===== config.mk =====
export PLATFORM = sky130hd
export DESIGN_NAME = ex_operand_stage
export DESIGN_NICKNAME = d
export VERILOG_FILES = /design/src/rtl/ex_operand_stage.sv
export SDC_FILE = /design/constraint.sdc
export NUM_CORES = 1
export LEC_CHECK = 0
export ABC_AREA = 0
export CORE_AREA = 2 2 132 134
export CTS_BUF_LIST = sky130_fd_sc_hd__clkbuf_2 sky130_fd_sc_hd__clkbuf_4 sky130_fd_sc_hd__clkbuf_8
export DETAILED_ROUTE_END_ITERATION = 10
export DIE_AREA = 0 0 134 136
export GPL_TIMING_DRIVEN = 0
export HOLD_SLACK_MARGIN = 0.12
export PLACE_DENSITY = 0.69
export SYNTH_ARGS = -nofsm -noshare
export SYNTH_HDL_FRONTEND = slang
export SYNTH_SLANG_ARGS = --single-unit

===== constraint.sdc =====
create_clock -name clk -period 3.3 [get_ports clk]
set_input_delay 0.495 -clock clk [delete_from_list [all_inputs] [get_ports clk]]
set_output_delay 0.495 -clock clk [all_outputs]
set_load 0.02 [all_outputs]

===== src/rtl/ex_operand_stage.sv =====
// ex_operand_stage: ID/EX pipeline register with operand select.
// Captures decoded fields, resolves RAW hazards and inserts bubbles for
// dependencies that cannot be satisfied this cycle.
// Macro FWD_EN: when defined, EX/MEM results are forwarded into r1/r2 and
// only load-use dependencies stall; when undefined, operands come from the
// register file only and any dependency on an in-flight writer stalls.
module ex_operand_stage #(
   parameter int         XLEN    = 32,
   parameter int         RAW     = 5,
   parameter logic [4:0] ALU_NOP = 5'h1F
) (
   input  logic            clk,
   input  logic            rst,
   input  logic            in_valid,
   output logic            in_ready,
   input  logic [4:0]      in_alu_op,
   input  logic [RAW-1:0]  in_rs1,
   input  logic [RAW-1:0]  in_rs2,
   input  logic [RAW-1:0]  in_rd,
   input  logic [XLEN-1:0] in_rs1_val,
   input  logic [XLEN-1:0] in_rs2_val,
   input  logic [XLEN-1:0] in_imm,
   input  logic [XLEN-1:0] in_pc,
   input  logic            in_a_sel,
   input  logic            in_b_sel,
   input  logic            in_wb_en,
   input  logic            ex_fwd_en,
   input  logic [RAW-1:0]  ex_fwd_rd,
   input  logic [XLEN-1:0] ex_fwd_val,
   input  logic            ex_is_load,
   input  logic            mem_fwd_en,
   input  logic [RAW-1:0]  mem_fwd_rd,
   input  logic [XLEN-1:0] mem_fwd_val,
   input  logic            ex_stall,
   input  logic            flush,
   output logic [4:0]      alu_op,
   output logic [XLEN-1:0] r1,
   output logic [XLEN-1:0] r2,
   output logic            out_valid,
   output logic [RAW-1:0]  out_rd,
   output logic            out_wb_en,
   output logic [XLEN-1:0] out_pc,
   output logic            bubble
);

   logic [4:0]      r_alu_op;
   logic [XLEN-1:0] r_r1, r_r2, r_pc;
   logic            r_valid, r_wb_en, r_bubble;
   logic [RAW-1:0]  r_rd;

   // x0 is never a real dependency, and an operand replaced by pc/imm is unused
   logic w_use1, w_use2;
   assign w_use1 = !in_a_sel && (in_rs1 != '0);
   assign w_use2 = !in_b_sel && (in_rs2 != '0);

   logic [XLEN-1:0] w_fwd1, w_fwd2;
   logic            w_hazard;

`ifdef FWD_EN
   // A load in EX has no data yet, so it is excluded from EX forwarding
   logic w_ex_hit1, w_ex_hit2, w_mem_hit1, w_mem_hit2;
   assign w_ex_hit1  = ex_fwd_en && !ex_is_load && (ex_fwd_rd == in_rs1);
   assign w_ex_hit2  = ex_fwd_en && !ex_is_load && (ex_fwd_rd == in_rs2);
   assign w_mem_hit1 = mem_fwd_en && (mem_fwd_rd == in_rs1);
   assign w_mem_hit2 = mem_fwd_en && (mem_fwd_rd == in_rs2);

   // Youngest writer wins: EX before MEM before register file
   assign w_fwd1 = (in_rs1 == '0) ? '0 :
                   w_ex_hit1 ? ex_fwd_val : w_mem_hit1 ? mem_fwd_val : in_rs1_val;
   assign w_fwd2 = (in_rs2 == '0) ? '0 :
                   w_ex_hit2 ? ex_fwd_val : w_mem_hit2 ? mem_fwd_val : in_rs2_val;

   assign w_hazard = ex_fwd_en && ex_is_load && (ex_fwd_rd != '0) &&
                     ((w_use1 && ex_fwd_rd == in_rs1) || (w_use2 && ex_fwd_rd == in_rs2));
`else
   // No bypass network: wait until every in-flight writer has retired
   logic w_ex_dep, w_mem_dep;
   assign w_ex_dep  = ex_fwd_en && (ex_fwd_rd != '0) &&
                      ((w_use1 && ex_fwd_rd == in_rs1) || (w_use2 && ex_fwd_rd == in_rs2));
   assign w_mem_dep = mem_fwd_en && (mem_fwd_rd != '0) &&
                      ((w_use1 && mem_fwd_rd == in_rs1) || (w_use2 && mem_fwd_rd == in_rs2));
   assign w_hazard  = w_ex_dep || w_mem_dep;

   assign w_fwd1 = (in_rs1 == '0) ? '0 : in_rs1_val;
   assign w_fwd2 = (in_rs2 == '0) ? '0 : in_rs2_val;

   logic w_unused;
   assign w_unused = ^{ex_fwd_val, mem_fwd_val, ex_is_load};
`endif

   assign in_ready = !rst && !ex_stall && !w_hazard;

   // Pipeline register: reset > flush > stall > hazard bubble > issue > idle bubble
   always_ff @(posedge clk) begin
      if (rst) begin
         r_alu_op <= ALU_NOP;
         r_r1     <= '0;
         r_r2     <= '0;
         r_valid  <= 1'b0;
         r_rd     <= '0;
         r_wb_en  <= 1'b0;
         r_pc     <= '0;
         r_bubble <= 1'b0;
      end else if (flush) begin
         r_alu_op <= ALU_NOP;
         r_r1     <= '0;
         r_r2     <= '0;
         r_valid  <= 1'b0;
         r_rd     <= '0;
         r_wb_en  <= 1'b0;
         r_bubble <= 1'b0;
      end else if (ex_stall) begin
         // ALU-facing state is frozen; no new bubble is inserted while stalled
         r_bubble <= 1'b0;
      end else if (in_valid && w_hazard) begin
         r_alu_op <= ALU_NOP;
         r_r1     <= '0;
         r_r2     <= '0;
         r_valid  <= 1'b0;
         r_rd     <= '0;
         r_wb_en  <= 1'b0;
         r_bubble <= 1'b1;
      end else if (in_valid) begin
         r_alu_op <= in_alu_op;
         r_r1     <= in_a_sel ? in_pc  : w_fwd1;
         r_r2     <= in_b_sel ? in_imm : w_fwd2;
         r_valid  <= 1'b1;
         r_rd     <= in_rd;
         r_wb_en  <= in_wb_en;
         r_pc     <= in_pc;
         r_bubble <= 1'b0;
      end else begin
         r_alu_op <= ALU_NOP;
         r_r1     <= '0;
         r_r2     <= '0;
         r_valid  <= 1'b0;
         r_rd     <= '0;
         r_wb_en  <= 1'b0;
         r_bubble <= 1'b0;
      end
   end

   assign alu_op    = r_alu_op;
   assign r1        = r_r1;
   assign r2        = r_r2;
   assign out_valid = r_valid;
   assign out_rd    = r_rd;
   assign out_wb_en = r_wb_en;
   assign out_pc    = r_pc;
   assign bubble    = r_bubble;

endmodule


== Yosys cells after proc, flatten, opt, wreduce, memory -nomap -nowiden ==
Index checks and enable logic that the tools add are counted.
Operators by class
  add/subtract/negate cells: 0
  multipliers: 0
  divide/modulo/power cells: 0
  $lt $le $gt $ge: 0
  equal/unequal tests: 4
  shift-type cells: 0
  multiplexer cells: 17
  bitwise operators: 3
  reductions and logical operators: 30
Operator list (count)
  two-way mux 32 bit: 8
  == test 5 bit: 4
  two-way mux 5 bit: 4
  nonzero test 5 bit: 4
  logical AND 1 bit: 13
  zero test 5 bit: 2
  zero test 1 bit: 5
  two-way mux 1 bit: 5
  AND reduction 4 bit: 1
  logical OR 1 bit: 3
  NOT 1 bit: 3
  OR reduction 3 bit: 1
  OR reduction 2 bit: 1
Word-level totals
  bits in registers: 109
  latch bits: 0
  RAM bits: 0
  bits in read-only memories: 0
  input port bits: 233
  output and inout port bits: 110
  memories kept: 0

== Longest topological paths before layout ==
Gate-level depths: netlist of run 1.
  depth after elaboration: 9
  gate-level depth with buffers: 8

== Worst setup path after synthesis of run 1 ==
OpenSTA, ideal clock, no wires.
  kind: in2reg
  start: in mem_fwd_rd[1]
  end: reg r_r2[0] (netlist: r2[0])
  library setup time: 67 ps
  arrival time: 2338 ps
  data required time: 3233 ps
  slack: 895 ps
  stages: 8
  buffers on the path: 2
  cell sequence: or4_1 o21a_1 nand4_1 nand4_2 or4_4 buf_6 buf_6 o21ai_2
On the way
  longest elaborated chain between the ends: 7
Ends and longest elaborated chain
  start: declaration: line 32  | input logic [RAW-1:0] mem_fwd_rd,
  == test 5 bit: line 81  | ((w_use1 && mem_fwd_rd == in_rs1) || (w_use2 && mem_fwd_rd == in_rs2));
  logical AND 1 bit: line 81
  logical OR 1 bit: line 81
  logical AND 1 bit *: line 80  | assign w_mem_dep = mem_fwd_en && (mem_fwd_rd != '0) &&
  logical OR 1 bit *: line 82  | assign w_hazard = w_ex_dep || w_mem_dep;
  logical AND 1 bit *: line 115  | end else if (in_valid && w_hazard) begin
  two-way mux 32 bit *: line 115
  end signal: assignment: line 126  | r_r2 <= in_b_sel ? in_imm : w_fwd2;
  end: declaration: line 47  | logic [XLEN-1:0] r_r1, r_r2, r_pc;
Every way passes the cells marked *; elsewhere a longest branch is shown, timed or not.
A chain may end at the register's enable or synchronous reset.

== Worst setup path in the final report of run 1 ==
  start: in mem_fwd_rd[1]
  end: out in_ready
On the way
  longest elaborated chain between the ends: 7
Ends and longest elaborated chain
  == test 5 bit: line 81
  logical AND 1 bit: line 81
  logical OR 1 bit: line 81
  logical AND 1 bit *: line 80
  logical OR 1 bit *: line 82
  zero test 1 bit *: line 91  | assign in_ready = !rst && !ex_stall && !w_hazard;
  logical AND 1 bit *: line 91
  end: declaration: line 15  | output logic in_ready,
Marked as above.

==> results.ini, run 1 <==
[routing]
drtIter0Drc=148
ant_nets=0
routed_wl_mm=16.59
drc=0
vias=4729
viasPerCell=4.591
wire_per_inst_um=16.11
dr.pass1.iters=5

[yosys]
synth_warnings=0
ys_ff_latch=109
synth_most_common_cell=dfxtp_1
synth_ff_type=dfxtp_1
synth_top_area_cell=dfxtp_1
ys_types=25
synth_area_leaders=dfxtp_1 45%, a22oi_1 10%, o21ai_2 9.1%
synth_edf_count=0
syn-cell-area_um2=4825
synth_nets=747
synth_top_area_frac=0.4523
syn-instance-count=514
synth.avg_cell_area_um2=9.386
async_reset_ff_frac=0
seq_area_frac_synth=0.4523
synth_common_cells=109 x dfxtp_1, 72 x nand2_1, 65 x nand2b_1

[setup_path]
crit_fanout=5
crit_slowest_cell=or4_1
cp-start-kind=input pin
cp_data_required_time_ns=2.80
reg2reg_slack_ns=2.61
cp.arrival_ns=2.53
path_cells=clkdlybuf4s50_1, or4_1, o21a_1, nand4_1, nand4_2, nor3_1, dlygate4sd2_1
endpoint_kind=primary output
worstSetupPathType=input pin to primary output
slowest_delay_ns=0.54

[cts]
clkTransAtPathRegs_ns=0.10
cts_buffer_depth=2
cts_root_buf=clkbuf_8
cts_tree=built
htreeDepth=3
ctsHoldBuffers=0
cts.sink_count=109
numCtsBuffers=9
worst_skew_pair.late_latency_ns=0.37

[floorplanning]
dieArea_um2=18220
start_util=0.2859
die_w_um=134
row_count=48
core_um2=16880
dieHeight_um=136
ios=343

[timing]
layout_worst_path_cycle_share=0.9167
slew_violations=0
fin_ws_ns=0.2748
fin_crit_ns=3.025
slew_headroom=0.5273
finalSetupViolations=0
finalHoldWorstSlack_ns=0.4587
fmax_ghz=0.3306
worst_slew_pin_slew_ns=0.7091
rsz0062_at_grt=no
skew_ns=0
hold_viol_final=0

[power]
leakage_nw=2.900
irDropWorstVdd_uv=220.4
p_sw_frac=0.2690
power.switching_uw=749.0
p_int_mw=2.035
p_clk_frac=0.306
total_power_mw=2.784
power_frac_seq=0.491
p_comb_frac=0.203
power_density_nw_per_um2=345.2

[global_route]
grtUsageTotal=0.1800
grt_pass1_wl_mm=25.37
grt_pass1_vias=4645
overflow=0
antenna_found_initial=0
grt_max_degree=19

[flow_run]
maxCapViolCount=0

[layout]
num-nets-final=1033
final_util=0.4779
final_design_area_no_fill_um2=8065
antenna_cells=0
final_layout_size_suffix_gt1_frac=0.09814
area_growth_pct=67.17

[placed_design]
io_buffers=275
hpwlAfterDp_mm=13.11
place_ws_ns=-0.03019
placed_cell_area_um2=7859
place.gp.congestion=0.8516

[worst_hold_path]
hold_path_class=flop to flop

[outcome]
outcome=complete, no violations

## cell type report
class	count	area, um^2
buffer	40	198.9
clock buffer	10	131.4
clock inverter	6	72.57
fill	1663	8811
inverter	6	22.52
multi-input combinational	359	2425
sequential	109	2182
tap	225	281.5
timing repair buffer	275	2751
## worst max-delay path: cells and delay by family
| family | cells | cell delay (ns) |
|---|---|---|
| and+or+nand+nor | 4 | 0.96 |
| buffers and inverters | 2 | 0.86 |
| AOI/OAI and AO/OA | 1 | 0.20 |
## stage by stage
step           setup TNS, ns  cells
2_1_floorplan              0    514
3_3_place_gp        -0.02379   1014
3_5_place_dp        -0.03019   1014
4_1_cts                    0   1030
5_1_grt                    0   1030
6_report                   0   1030
## routing by layer
metal,global-route usage,up-vias,wire [um]
met5,0,-,0
met4,0.06206,0,271
met3,0.05630,19,1424
met2,0.3054,195,7951
met1,0.2156,2145,6945
li1,-,2370,-
## state kept, by name, summed over array words and instances (netlist names)
signal / flops
out_pc: 32
r1: 32
r2: 32
alu_op: 5
out_rd: 5
bubble: 1
out_valid: 1
out_wb_en: 1
## worst paths after layout
kind,startpoint,endpoint,depth (start not counted)
min reg2reg,r2[23],r2[23],2
max reg2reg,out_valid,out_valid,3
max,mem_fwd_rd[1],in_ready,7
min,r2[23],r2[23],2
## cells in the final DEF, fill, tap and decap left out, types with 2 or more instances in the layout
master           instances
a22oi_1                 64
xor2_1                  20
o21a_1                   2
clkinv_4                 3
nand2_1                 72
clkdlybuf4s50_1        274
buf_6                    6
o21ai_0                 21
nand4_1                  4
inv_1                    6
buf_1                    2
nor3_1                   7
nand2b_1                65
dfxtp_1                109
clkbuf_8                 9
or4_1                    2
and2_1                   2
o21ai_2                 50
nor2_1                   7
clkbuf_1                29
o22a_1                   5
buf_2                    3
mux2i_1                 32
## power groups by stage
stage	Clock (mW)	Sequential (mW)	Combinational, mW
2_1_floorplan	0	1.44	0.184
3_3_place_gp	0	1.39	0.568
3_5_place_dp	0	1.40	0.571
4_1_cts	0.890	1.37	0.573
5_1_grt	0.929	1.37	0.608
6_report	0.853	1.37	0.566
## kinds of logic after synthesis
kind of cell	synth area share
flops	0.4523
xor+xnor	0.03631
compound gates	0.2264
buf+inv	0.04590
simple gates	0.1727
mux	0.06639
## timing repair
item                                    CTS  global route
resized for setup                         2             0
setup buffers                             0             0
endpoints found under the setup margin    1             0
Power figures use the tool's default switching activity.
==> run 2: changes to the inputs <==
--- a/config.mk
+++ b/config.mk
@@ -6,13 +6,14 @@
 export NUM_CORES = 1
 export LEC_CHECK = 0
 export ABC_AREA = 0
-export CORE_AREA = 2 2 132 134
+export CORE_ASPECT_RATIO = 0.5
+export CORE_MARGIN = 1
+export CORE_UTILIZATION = 32
 export CTS_BUF_LIST = sky130_fd_sc_hd__clkbuf_2 sky130_fd_sc_hd__clkbuf_4 sky130_fd_sc_hd__clkbuf_8
 export DETAILED_ROUTE_END_ITERATION = 10
-export DIE_AREA = 0 0 134 136
 export GPL_TIMING_DRIVEN = 0
 export HOLD_SLACK_MARGIN = 0.12
-export PLACE_DENSITY = 0.69
+export PLACE_DENSITY = 0.78
 export SYNTH_ARGS = -nofsm -noshare
 export SYNTH_HDL_FRONTEND = slang
 export SYNTH_SLANG_ARGS = --single-unit
==> constraint.sdc (replaced) <==
create_clock -name clk -period 2.5 [get_ports clk]
set_input_delay 0.375 -clock clk [delete_from_list [all_inputs] [get_ports clk]]
set_output_delay 0.375 -clock clk [all_outputs]
set_load 0.02 [all_outputs]
==> run 2 against run 1 <==
  * Clock power rose by 17%
  * Sequential power rose by 31%
  * Die area fell by 14%
  * Clock-buffer cell count rose by 1
  * Register-to-register slack got worse by 0.80 ns
  * Worst hold slack improved by 0.0018 ns
  * Power rose by 27%
  * Utilization rose by 7.2 points
  * Wire length fell by 2.2%
  * Setup slack got worse by 0.19 ns
  * Combinational power rose by 31%
  * Clock skew did not move
  * Highest routed layer unchanged
==> results.ini, run 2 (synthesized netlist as in run 1, its figures left out) <==
[setup_path]
cp-start-kind=input pin  ; unchanged
cp.arrival_ns=2.71  ; was 2.53 ns
regToRegEndpoint=out_valid  ; unchanged
cp_data_required_time_ns=2.80  ; about the same
worstSetupPathType=input pin to flop  ; was input pin to primary output
endpoint_kind=flop  ; was primary output
worstSetupStartpoint=ex_fwd_rd[3]  ; was mem_fwd_rd[1]
reg2reg_slack_ns=1.81  ; was 2.61 ns
crit_fanout=10  ; was 5
endpoint=r1[26]  ; was in_ready
reg2reg_from=out_valid  ; unchanged
r2r_cells=3  ; unchanged

[power]
p_sw_frac=0.2673  ; was 0.2690
power.switching_uw=947.1  ; was 749.0 uW
power_density_nw_per_um2=441.9  ; was 345.2 nW/um^2
leakage_nw=2.912  ; was 2.900 nW
p_clk_frac=0.282  ; was 0.306
p_int_mw=2.596  ; was 2.035 mW
power_frac_seq=0.509  ; was 0.491
irDropWorstVdd_uv=236.4  ; was 220.4 uV
p_comb_frac=0.209  ; was 0.203

[cts]
cts_tree=built  ; unchanged
cts_buffer_depth=2  ; unchanged
numCtsBuffers=9  ; unchanged
worst_skew_pair.late_latency_ns=0.35  ; was 0.37 ns
clkTransAtPathRegs_ns=0.10  ; about the same
ctsHoldBuffers=0  ; unchanged
cts_root_buf=clkbuf_8  ; unchanged
cts.sink_count=109  ; unchanged
htreeDepth=3  ; unchanged

[timing]
worst_slew_pin_slew_ns=0.6105  ; was 0.7091 ns
fmax_ghz=0.4144
fin_ws_ns=0.08681  ; was 0.2748 ns
hold_viol_final=0  ; unchanged
slew_headroom=0.5930  ; was 0.5273
skew_ns=0  ; unchanged
rsz0062_at_grt=no  ; unchanged
slew_violations=0  ; unchanged
finalSetupViolations=0  ; unchanged
layout_worst_path_cycle_share=0.9653
fin_crit_ns=2.413

[global_route]
grt_pass1_vias=4854  ; was 4645
grtUsageTotal=0.2045  ; was 0.1800
grt_pass1_wl_mm=24.77  ; was 25.37 mm
overflow=0  ; unchanged
antenna_found_initial=0  ; unchanged
grt_max_degree=17  ; was 19

[placed_design]
dp.cells=987  ; was 1014
placed_cell_area_um2=7825  ; was 7859 um^2
place_ws_ns=-0.5749  ; was -0.03019 ns
hpwlAfterDp_mm=13.01  ; was 13.11 mm
place.gp.congestion=0.7948  ; was 0.8516
io_buffers=275  ; unchanged

[routing]
viasPerCell=4.836  ; was 4.591
drc=0  ; unchanged
vias=4846  ; was 4729
drtIter0Drc=143  ; was 148
ant_nets=0  ; unchanged
routed_wl_mm=16.22  ; was 16.59 mm
dr.pass1.iters=4  ; was 5
wire_per_inst_um=16.19  ; was 16.11 um

[floorplanning]
start_util=0.3308  ; was 0.2859
dieHeight_um=88.83  ; was 136 um
core_um2=14580  ; was 16880 um^2
dieArea_um2=15600  ; was 18220 um^2
row_count=31  ; was 48
ios=343  ; unchanged
die_w_um=175.7  ; was 134 um

[layout]
final_cells=1002  ; was 1030
area_growth_pct=66.18  ; was 67.17%
fillers=1336  ; was 1663
ff_latch_area_um2=2182  ; unchanged
final_design_area_no_fill_um2=8018  ; was 8065 um^2
final_common_cell=clkdlybuf4s50_1  ; unchanged
final_layout_size_suffix_gt1_frac=0.1032  ; was 0.09814
layout_common_cells=266 x clkdlybuf4s50_1, 109 x dfxtp_1, 72 x nand2_1  ; was 274 x clkdlybuf4s50_1, 109 x dfxtp_1, 72 x nand2_1
multi_input_area_um2=2449  ; was 2425 um^2
num-nets-final=1033  ; unchanged
antenna_cells=0  ; unchanged

[worst_hold_path]
hold_path_class=flop to flop  ; unchanged

[outcome]
outcome=complete, no violations  ; unchanged

[flow_run]
maxCapViolCount=0  ; unchanged

[run 2: worst max-delay path, cell delays in order]
cell and delay [ns]:
dlygate4sd2_1 0.29, or4_1 0.52, o21a_1 0.19, nand4_1 0.13, nand4_4 0.15, or4_4 0.55
buf_8 0.18, buf_6 0.16, o21ai_2 0.14
[run 2: layout make-up]
class,instances,area share
buffer,40,0.02591
timing repair buffer,275,0.3418
clock buffer,11,0.01810
multi-input combinational,359,0.3054
sequential,109,0.2722
inverter,6,0.002809
clock inverter,4,0.002965
tap,198,0.03090
[run 2: routing by layer]
| layer | vias up | track usage | wire [um] |
|---|---|---|---|
| met4 | 0 | 0.08775 | 474 |
| met5 | - | 0 | 0 |
| met3 | 31 | 0.04553 | 707 |
| met1 | 2312 | 0.2341 | 6600 |
| met2 | 136 | 0.3744 | 8441 |
| li1 | 2367 | - | - |
[run 2: stage by stage]
stage	utilization	power (mW)	TNS (ns)	hold WS [ns]
3_3_place_gp	0.5365	2.577	-46.05	0.4324
3_5_place_dp	0.5365	2.587	-49.21	0.4404
5_1_grt	0.5498	3.712	0	0.4782
2_1_floorplan	-	2.139	0	0.5160
4_1_cts	0.5497	3.586	0	0.4626
6_report	0.5498	3.543	0	0.4604
[run 2: power by group through the flow]
stage               clock (mW)  combinational [mW]  sequential [mW]
floorplan                    0               0.243             1.90
global route              1.11               0.794             1.81
finish                   0.999               0.742             1.80
CTS                       1.04               0.746             1.80
detailed placement           0               0.744             1.84
global placement             0               0.736             1.84
[run 2: timing repair]
action                                 in CTS  in global routing
setup buffers                               0                  0
setup endpoints to repair                 106                 38
pin swaps                                   2                  1
resized for setup                          22                  2
endpoints found under the hold margin       0                  0
[run 2: how the worst min path moves through the flow]
stage	endpoint	slack (ns)	startpoint	depth (start not counted)
after CTS	out_rd[1]	0.46	out_rd[1]	2
final	r1[11]	0.46	r1[11]	2
after global routing	r2[2]	0.48	r2[2]	2
after floorplan	alu_op[0]	0.52	in_alu_op[0]	1
after global placement	r2[24]	0.43	r2[24]	2
after detailed placement	r2[1]	0.44	r2[1]	2
==> run 3: changes to the inputs <==
--- a/config.mk
+++ b/config.mk
@@ -6,14 +6,15 @@
 export NUM_CORES = 1
 export LEC_CHECK = 0
 export ABC_AREA = 0
-export CORE_ASPECT_RATIO = 0.5
-export CORE_MARGIN = 1
-export CORE_UTILIZATION = 32
+export CORE_AREA = 2 2 132 134
 export CTS_BUF_LIST = sky130_fd_sc_hd__clkbuf_2 sky130_fd_sc_hd__clkbuf_4 sky130_fd_sc_hd__clkbuf_8
+export CTS_CLUSTER_DIAMETER = 100
 export DETAILED_ROUTE_END_ITERATION = 10
+export DIE_AREA = 0 0 134 136
+export GPL_ROUTABILITY_DRIVEN = 0
 export GPL_TIMING_DRIVEN = 0
 export HOLD_SLACK_MARGIN = 0.12
-export PLACE_DENSITY = 0.78
+export PLACE_DENSITY = 0.69
 export SYNTH_ARGS = -nofsm -noshare
 export SYNTH_HDL_FRONTEND = slang
 export SYNTH_SLANG_ARGS = --single-unit
==> constraint.sdc (replaced) <==
create_clock -name clk -period 3.1 [get_ports clk]
set_input_delay 0.465 -clock clk [delete_from_list [all_inputs] [get_ports clk]]
set_output_delay 0.465 -clock clk [all_outputs]
set_load 0.02 [all_outputs]
==> results of run 3 <==
Same layout as run 1 (identical final DEF). Status: complete, no violations.
Among the figures that moved: setup slack after placement -0.03019 ns -> -0.1702 ns; setup slack after layout 0.2748 ns -> 0.1348 ns; register-to-register setup slack 2.61 ns -> 2.41 ns; total power 2.784 mW -> 2.964 mW; worst IR drop on VDD 220.4 uV -> 234.6 uV
